--- config.mk ---
export PLATFORM = sky130hd
export DESIGN_NAME = adder_arbiter
export DESIGN_NICKNAME = d
export VERILOG_FILES = /design/src/rtl/adder_arbiter.sv
export SDC_FILE = /design/constraint.sdc
export NUM_CORES = 1
export LEC_CHECK = 0
export ABC_AREA = 1
export CORE_UTILIZATION = 46
export DETAILED_ROUTE_END_ITERATION = 16
export GPL_ROUTABILITY_DRIVEN = 0
export PLACE_DENSITY = 0.9
export REMOVE_ABC_BUFFERS = 1
export SLEW_MARGIN = 10
export SYNTH_ARGS = -nofsm -noshare
export SYNTH_HDL_FRONTEND = slang
export SYNTH_SLANG_ARGS = --single-unit
--- constraint.sdc ---
create_clock -name clk -period 1.85 [get_ports clk]
set_input_delay 0.37 -clock clk [delete_from_list [all_inputs] [get_ports clk]]
set_output_delay 0.37 -clock clk [all_outputs]
set_load 0.03 [all_outputs]
--- src/rtl/adder_arbiter.sv ---
// Round-robin arbiter that time-shares one external adder of fixed latency
// among N_REQ requesters, returning each sum with a one-cycle done pulse.
`timescale 1ns/1ps
module adder_arbiter #(
  parameter int N_REQ   = 4,
  parameter int ADD_LAT = 1
) (
  input  logic                 clk,
  input  logic                 reset,
  input  logic [N_REQ-1:0]     req,
  input  logic [2*N_REQ-1:0]   a_in,
  input  logic [2*N_REQ-1:0]   b_in,
  output logic [N_REQ-1:0]     gnt,
  output logic [N_REQ-1:0]     done,
  output logic [2:0]           sum,
  output logic                 busy,
  output logic [1:0]           add_a,
  output logic [1:0]           add_b,
  input  logic [2:0]           add_s
);

  localparam int IW = (N_REQ > 1) ? $clog2(N_REQ) : 1;
  localparam int CW = 3;

  typedef enum logic [1:0] {
    IDLE = 2'd0,
    WAIT = 2'd1,
    RESP = 2'd2
  } state_t;

  state_t          state_r, state_s;
  logic [IW-1:0]   ptr_r, ptr_s;
  logic [IW-1:0]   owner_r, owner_s;
  logic [CW-1:0]   cnt_r, cnt_s;
  logic [IW-1:0]   sel_idx_s;
  logic            sel_valid_s;
  logic            hit_s;
  logic [N_REQ-1:0] gnt_s, done_s;
  logic [2:0]      sum_s;
  logic            busy_s;
  logic [1:0]      add_a_s, add_b_s;

  function automatic logic [IW-1:0] wrap_idx(input logic [IW-1:0] base, input int offs);
    int j;
    j = int'(base) + offs;
    j = (j >= N_REQ) ? (j - N_REQ) : j;
    return IW'(j);
  endfunction

  function automatic logic [1:0] operand_at(input logic [2*N_REQ-1:0] v, input logic [IW-1:0] idx);
    logic [1:0] r;
    r = 2'b00;
    for (int i = 0; i < N_REQ; i++) begin
      r = (int'(idx) == i) ? v[2*i +: 2] : r;
    end
    return r;
  endfunction

  function automatic logic [N_REQ-1:0] onehot(input logic [IW-1:0] idx);
    logic [N_REQ-1:0] r;
    for (int i = 0; i < N_REQ; i++) begin
      r[i] = (int'(idx) == i);
    end
    return r;
  endfunction

  // Round-robin pick: first requester at or after ptr, wrapping around.
  always_comb begin
    sel_valid_s = 1'b0;
    sel_idx_s   = '0;
    hit_s       = 1'b0;
    for (int k = 0; k < N_REQ; k++) begin
      hit_s       = req[wrap_idx(ptr_r, k)] && !sel_valid_s;
      sel_idx_s   = hit_s ? wrap_idx(ptr_r, k) : sel_idx_s;
      sel_valid_s = sel_valid_s | hit_s;
    end
  end

  // Next-state and next-output computation for the transaction FSM.
  always_comb begin
    state_s = state_r;
    ptr_s   = ptr_r;
    owner_s = owner_r;
    cnt_s   = cnt_r;
    gnt_s   = gnt;
    done_s  = '0;
    sum_s   = sum;
    busy_s  = busy;
    add_a_s = add_a;
    add_b_s = add_b;
    case (state_r)
      IDLE: begin
        if (sel_valid_s) begin
          state_s = WAIT;
          owner_s = sel_idx_s;
          gnt_s   = onehot(sel_idx_s);
          cnt_s   = CW'(ADD_LAT);
          add_a_s = operand_at(a_in, sel_idx_s);
          add_b_s = operand_at(b_in, sel_idx_s);
          busy_s  = 1'b1;
        end else begin
          gnt_s  = '0;
          busy_s = 1'b0;
        end
      end
      WAIT: begin
        cnt_s = cnt_r - CW'(1);
        // The sum is taken on the same edge the counter hits zero.
        if (cnt_r <= CW'(1)) begin
          state_s = RESP;
          sum_s   = add_s;
          done_s  = gnt;
        end else begin
          state_s = WAIT;
        end
      end
      RESP: begin
        state_s = IDLE;
        gnt_s   = '0;
        busy_s  = 1'b0;
        ptr_s   = wrap_idx(owner_r, 1);
      end
      default: begin
        state_s = IDLE;
        gnt_s   = '0;
        busy_s  = 1'b0;
      end
    endcase
  end

  // State and output registers with synchronous reset.
  always_ff @(posedge clk) begin
    if (reset) begin
      state_r <= IDLE;
      ptr_r   <= '0;
      owner_r <= '0;
      cnt_r   <= '0;
      gnt     <= '0;
      done    <= '0;
      sum     <= 3'd0;
      busy    <= 1'b0;
      add_a   <= 2'd0;
      add_b   <= 2'd0;
    end else begin
      state_r <= state_s;
      ptr_r   <= ptr_s;
      owner_r <= owner_s;
      cnt_r   <= cnt_s;
      gnt     <= gnt_s;
      done    <= done_s;
      sum     <= sum_s;
      busy    <= busy_s;
      add_a   <= add_a_s;
      add_b   <= add_b_s;
    end
  end

endmodule

[Word level (Yosys, flattened, before mapping)]
Index checks and enable logic that the tools add are counted.
Widths: inputs -> output; s select.
Cells by class
  eq/ne operators: 6
  bitwise operators: 5
  mux-type cells: 34
  order comparisons: 10
  reductions and logical operators: 13
  add/sub/neg operators: 10
Operators by type and width (number)
  $mux 2: 19
  $ge 3x3->1 const B: 4
  $lt 2x3->1 const B: 4
  $sub 2x1->2 const B: 5
  $bmux 1 s2: 4
  $pmux 4 s2: 1
  $add 2x1->3 const B: 2
  $add 2x2->3 const B: 2
  $eq 2x2->1 const B: 3
  $pmux 3 s2: 1
  $reduce_and 2->1: 3
  $mux 1: 5
  $eq 2x1->1 const B: 2
  $logic_not 2->1: 2
  $mux 4: 1
  $pmux 2 s2: 1
  $ge 2x3->1 const B: 1
  $le 3x1->1 const B: 1
  $logic_and 1x1->1: 3
  $logic_not 1->1: 3
  $mux 3: 1
  $or 1x1->1: 3
  $reduce_or 3->1: 1
  $sub 3x1->3 const B: 1
  4 further kinds: 5
Storage, ports and cells
  output and inout bits: 16
  flip-flop bits (word level): 25
  logic and storage cells: 88
  bits of input ports: 25

[Longest topological paths before layout]
  depth in word-level cells: 18
  gate-level depth with buffers: 16

[Least setup slack after synthesis]
OpenSTA, ideal clock, no wires.
  kind: reg2reg
  from: reg ptr_r[0]
  to: reg add_a[0]
  data arrival time: 1474 ps
  setup slack: 242 ps
  clock period less this slack: 1608 ps
  setup time: 134 ps
  path buffers: 2
  cell stages (with the launch flop): 14
  cells stage by stage: dfxtp_1 > buf_4 > nand2_1 > nand3_1 > nand2_2 > nor2_4 > nand4_1 > nand2_2 > buf_6 > inv_2 > o21ai_1 > nand3_1 > nand2_1 > a21oi_1
Between the ends
  longest elaborated chain between the ends: 18
RTL lines
  start, declared: RTL line 32  | logic [IW-1:0] ptr_r, ptr_s;
  start signal, assigned: RTL line 146  | ptr_r <= ptr_s;
  $add 2x1->3 (tied with other cells): RTL line 45  | j = int'(base) + offs;
  $ge 3x3->1 (tied with other cells): RTL line 46  | j = (j >= N_REQ) ? (j - N_REQ) : j;
  $mux 2 / $bmux 1 s2 (equally long branches): RTL line 46, 73
  $bmux 1 s2 / $mux 1 (equally long branches): RTL line 73  | hit_s = req[wrap_idx(ptr_r, k)] && !sel_valid_s;
  $mux 1 (not written as such) / $logic_not 1->1 (equally long branches): RTL line 73
  $logic_and 1x1->1: RTL line 73
  $or 1x1->1: RTL line 75  | sel_valid_s = sel_valid_s | hit_s;
  $logic_not 1->1: RTL line 73
  $logic_and 1x1->1: RTL line 73
  $or 1x1->1: RTL line 75
  $logic_not 1->1: RTL line 73
  $logic_and 1x1->1: RTL line 73
  $mux 2: RTL line 74  | sel_idx_s = hit_s ? wrap_idx(ptr_r, k) : sel_idx_s;
  $logic_not 2->1: RTL line 54  | r = (int'(idx) == i) ? v[2*i +: 2] : r;
  $mux 2 (4 in series): RTL line 54
  end signal, assigned: RTL line 153  | add_a <= add_a_s;
  end, declared: RTL line 17  | output logic [1:0] add_a,
Several ways; a longest one is shown, not always the timed one. The select of a mux whose other input is x is not followed.
A chain may end at the register's enable or synchronous reset.

[Worst setup path after layout]
  from: in req[0]
  to: reg add_a[1]
Between the ends
  longest elaborated chain between the ends: 16
RTL lines
  start, declared: RTL line 10  | input logic [N_REQ-1:0] req,
  $bmux 1 s2: RTL line 73
  $mux 1 (not written as such): RTL line 73
  $logic_not 1->1: RTL line 73
  $logic_and 1x1->1: RTL line 73
  $or 1x1->1: RTL line 75
  $logic_not 1->1: RTL line 73
  $logic_and 1x1->1: RTL line 73
  $or 1x1->1: RTL line 75
  $logic_not 1->1: RTL line 73
  $logic_and 1x1->1: RTL line 73
  $mux 2: RTL line 74
  $logic_not 2->1: RTL line 54
  $mux 2 (4 in series): RTL line 54
Several ways; a longest one is shown, not always the timed one. The select of a mux whose other input is x is not followed.

==> key figures <==
Global route
  – Initial antenna violation count: 0
  – Total track usage: 23.2%
  – Number of global-route vias before repair: 1409
  – First-pass GRT wire length: 5930 um
  – Largest net degree at the start of global routing: 16
  – GRT overflow: 0

Job
  – Max-cap check violation count: 0

Synth
  – Synth Warn #: 0
  – Post-synthesis sequential area ratio: 36.4%
  – Syn Inst Count: 212
  – Area share of the leading cell type in the synthesized netlist: 36.4%
  – Syn Area/Cell: 6.49 um2
  – Unique masters post-synth: 23
  – Largest area contributor in the netlist: dfxtp_1
  – Top area cells in the synthesized netlist: dfxtp_1 36%, nand2_1 15%, inv_1 9.0%, a21oi_1 6.5%, nand3_1 5.8%
  – Synthesized flop and latch total: 25
  – Cell Area, Synth: 1380 um2

Route
  – Vias/cell: 5.08
  – Post-route ant nets: 0
  – DRT iter0 DRCs: 51
  – Via count: 1528
  – WL per Instance: 12.5 um
  – DRT Pass-1 Iters: 4
  – DRC: 0
  – Routed WL: 3770 um

Layout
  – Design area: 2050 um2
  – Most common cell after layout, fill and taps aside: nand2_1
  – # fillers: 207
  – ANT cells: 0
  – Share of layout cells above drive strength 1: 23.7%
  – Nets: 298
  – Multi-input gate area: 779 um2
  – Most frequent cells in the layout: 44 x nand2_1, 39 x clkdlybuf4s50_1, 29 x inv_1
  – Fin util: 73.0%
  – Area Overhead vs Synth: 48.8%
  – Register area: 505 um2

Worst hold path
  – Worst hold path cell count: 2
  – HP Start: gnt[1]$_SDFFE_PP0N_
  – WHS Endpoint: done[1]$_SDFF_PP0_
  – Min-delay worst type: reg2reg

Timing
  – Fin crit share: 101%
  – Worst slew margin: 77.8%
  – Setup Viol. Count Final: 3
  – Peak Freq: 537 MHz
  – Worst setup margin: -12.5 ps
  – Unrepaired setup endpoints after global routing: true
  – Smallest hold slack: 472 ps
  – Final min period: 1860 ps
  – Worst-case clock skew: 3.47 ps
  – Final Hold Viols: 0
  – Slew Viols, Final: 0
  – Slew @ Worst Pin: 332 ps

CTS
  – Clock sink count: 25
  – Root Driver: clkbuf_4
  – Clk Latency, worst-skew pair: 330 ps
  – Clock Path Buffers: 2
  – Register clock-pin slew on the reported worst setup and hold paths: 140 ps
  – Total CTS buffers: 3
  – CTS tree: yes
  – H-tree levels: 1

Floorplan
  – I/O pin cnt: 41
  – Initial Utilization: 49.1%
  – Die ar.: 3210 um2
  – Die X: 56.7 um
  – Core area: 2810 um2
  – Die Y: 56.7 um
  – Standard-cell row count: 19

Placed design
  – Post-DP HPWL: 2610 um
  – Cell Area, Placed: 1880 um2
  – IO Port Bufs: 40
  – Pre-CTS setup slack: -333 ps

Critical path
  – Startpoint Class: primary input
  – Worst reg-to-reg path cell count: 13
  – R2R setup slack: 30 ps
  – Crit Reg-Reg Endpoint: add_a[1]$_SDFFE_PP0P_
  – CP Data Required Time: 2080 ps
  – CP arrival: 2090 ps
  – Start of the worst register-to-register path: ptr_r[0]$_SDFFE_PP0N_
  – WS Path Type: in2reg
  – Crit path capture type: register
  – CP max FO: 4

Pwr
  – Leak: 0.000936 uW
  – Pwr dens: 1200 nW/um2
  – Max VDD drop: 0.000858 V

Outcome
  – Failing checks: setup timing
  – Status: finished, violations left
[critical path: stages]
cell,delay [ps]
clkdlybuf4s50_1,450
inv_1,100
nand2_2,80
nand3_2,100
nand2_4,70
nor2_4,120
nand4_1,190
buf_4,200
buf_4,120
nand4_1,80
nand3_1,80
nand2_1,70
a21oi_2,50
[metrics by stage]
step | power, uW | setup TNS, ps | std cells
after global placement | 2030 | -2580 | 292
after detailed placement | 2070 | -3200 | 292
final | 2470 | -24.7 | 301
after floorplan | 1560 | 0 | 207
after global routing | 2630 | -593 | 301
after CTS | 2330 | 0 | 296
[timing repair]
action,in CTS,in global routing
setup endpoints to repair,1,12
pin swaps,0,15
hold buffers,0,0
buffers inserted,0,5
gates resized for setup,1,33
[Yosys cell counts]
cell       n
o21ai_1    4
clkbuf_1   2
nand4_1    2
a21oi_1   18
nand3_2    3
buf_4      1
nand2_2    7
nand2_1   56
nand3b_1   1
dfxtp_1   25
a31oi_1    2
a21oi_2    1
inv_1     33
ha_1       2
buf_6      2
xnor2_1    1
or2_2      1
nor2_2     1
inv_2      3
nand3_1   16
nor2_1    21
o21ai_0    8
nor2_4     2
[per-layer routing]
layer / track usage [%] / share of wire (%) / vias up
met1: 28.2 / 44 / 699
li1: - / - / 776
met2: 40.6 / 50 / 44
met3: 2.76 / 3.2 / 9
met5: 0 / 0 / -
met4: 10.4 / 2.2 / 0
[area by class of cell]
cell class	instances	share of cell area [%]
clock inverter	1	0.367
multi-input combinational	146	38.1
inverter	36	6.72
timing repair buffer	59	27.2
sequential	25	24.7
clock buffer	3	1.10
tap	31	1.89
[registers in the layout, summed over array words and instances, names as in the netlist]
name     cells
done         4
gnt          4
cnt_r        3
sum          3
add_a        2
add_b        2
owner_r      2
ptr_r        2
state_r      2
busy         1
[how the worst max path moves through the flow]
stage | from | endpoint | slack, ps | depth (start not counted)
floorplan | ptr_r[0]$_SDFFE_PP0N_ | add_b[1]$_SDFFE_PP0P_ | 10 | 15
global placement | req[3] | add_a[0]$_SDFFE_PP0P_ | -290 | 14
detailed placement | req[3] | add_a[0]$_SDFFE_PP0P_ | -330 | 14
CTS | ptr_r[0]$_SDFFE_PP0N_ | add_a[0]$_SDFFE_PP0P_ | 1 | 12
global route | req[0] | add_a[0]$_SDFFE_PP0P_ | -100 | 14
finish | req[0] | add_a[1]$_SDFFE_PP0P_ | -10 | 13
[power by group]
part           internal, uW  leakage [uW]  switching [uW]
sequential              668      0.000206            92.0
combinational           614      0.000716             836
clock                  83.0     0.0000139             174
[cells by family after synthesis]
family	Yosys count	synth area share, %
fa+ha+maj	2	1.82
flops	25	36.4
simple gates	110	36.2
xor+xnor	1	0.636
buf+inv	41	12.5
compound gates	33	12.5
(Power assumes the default switching activity.)
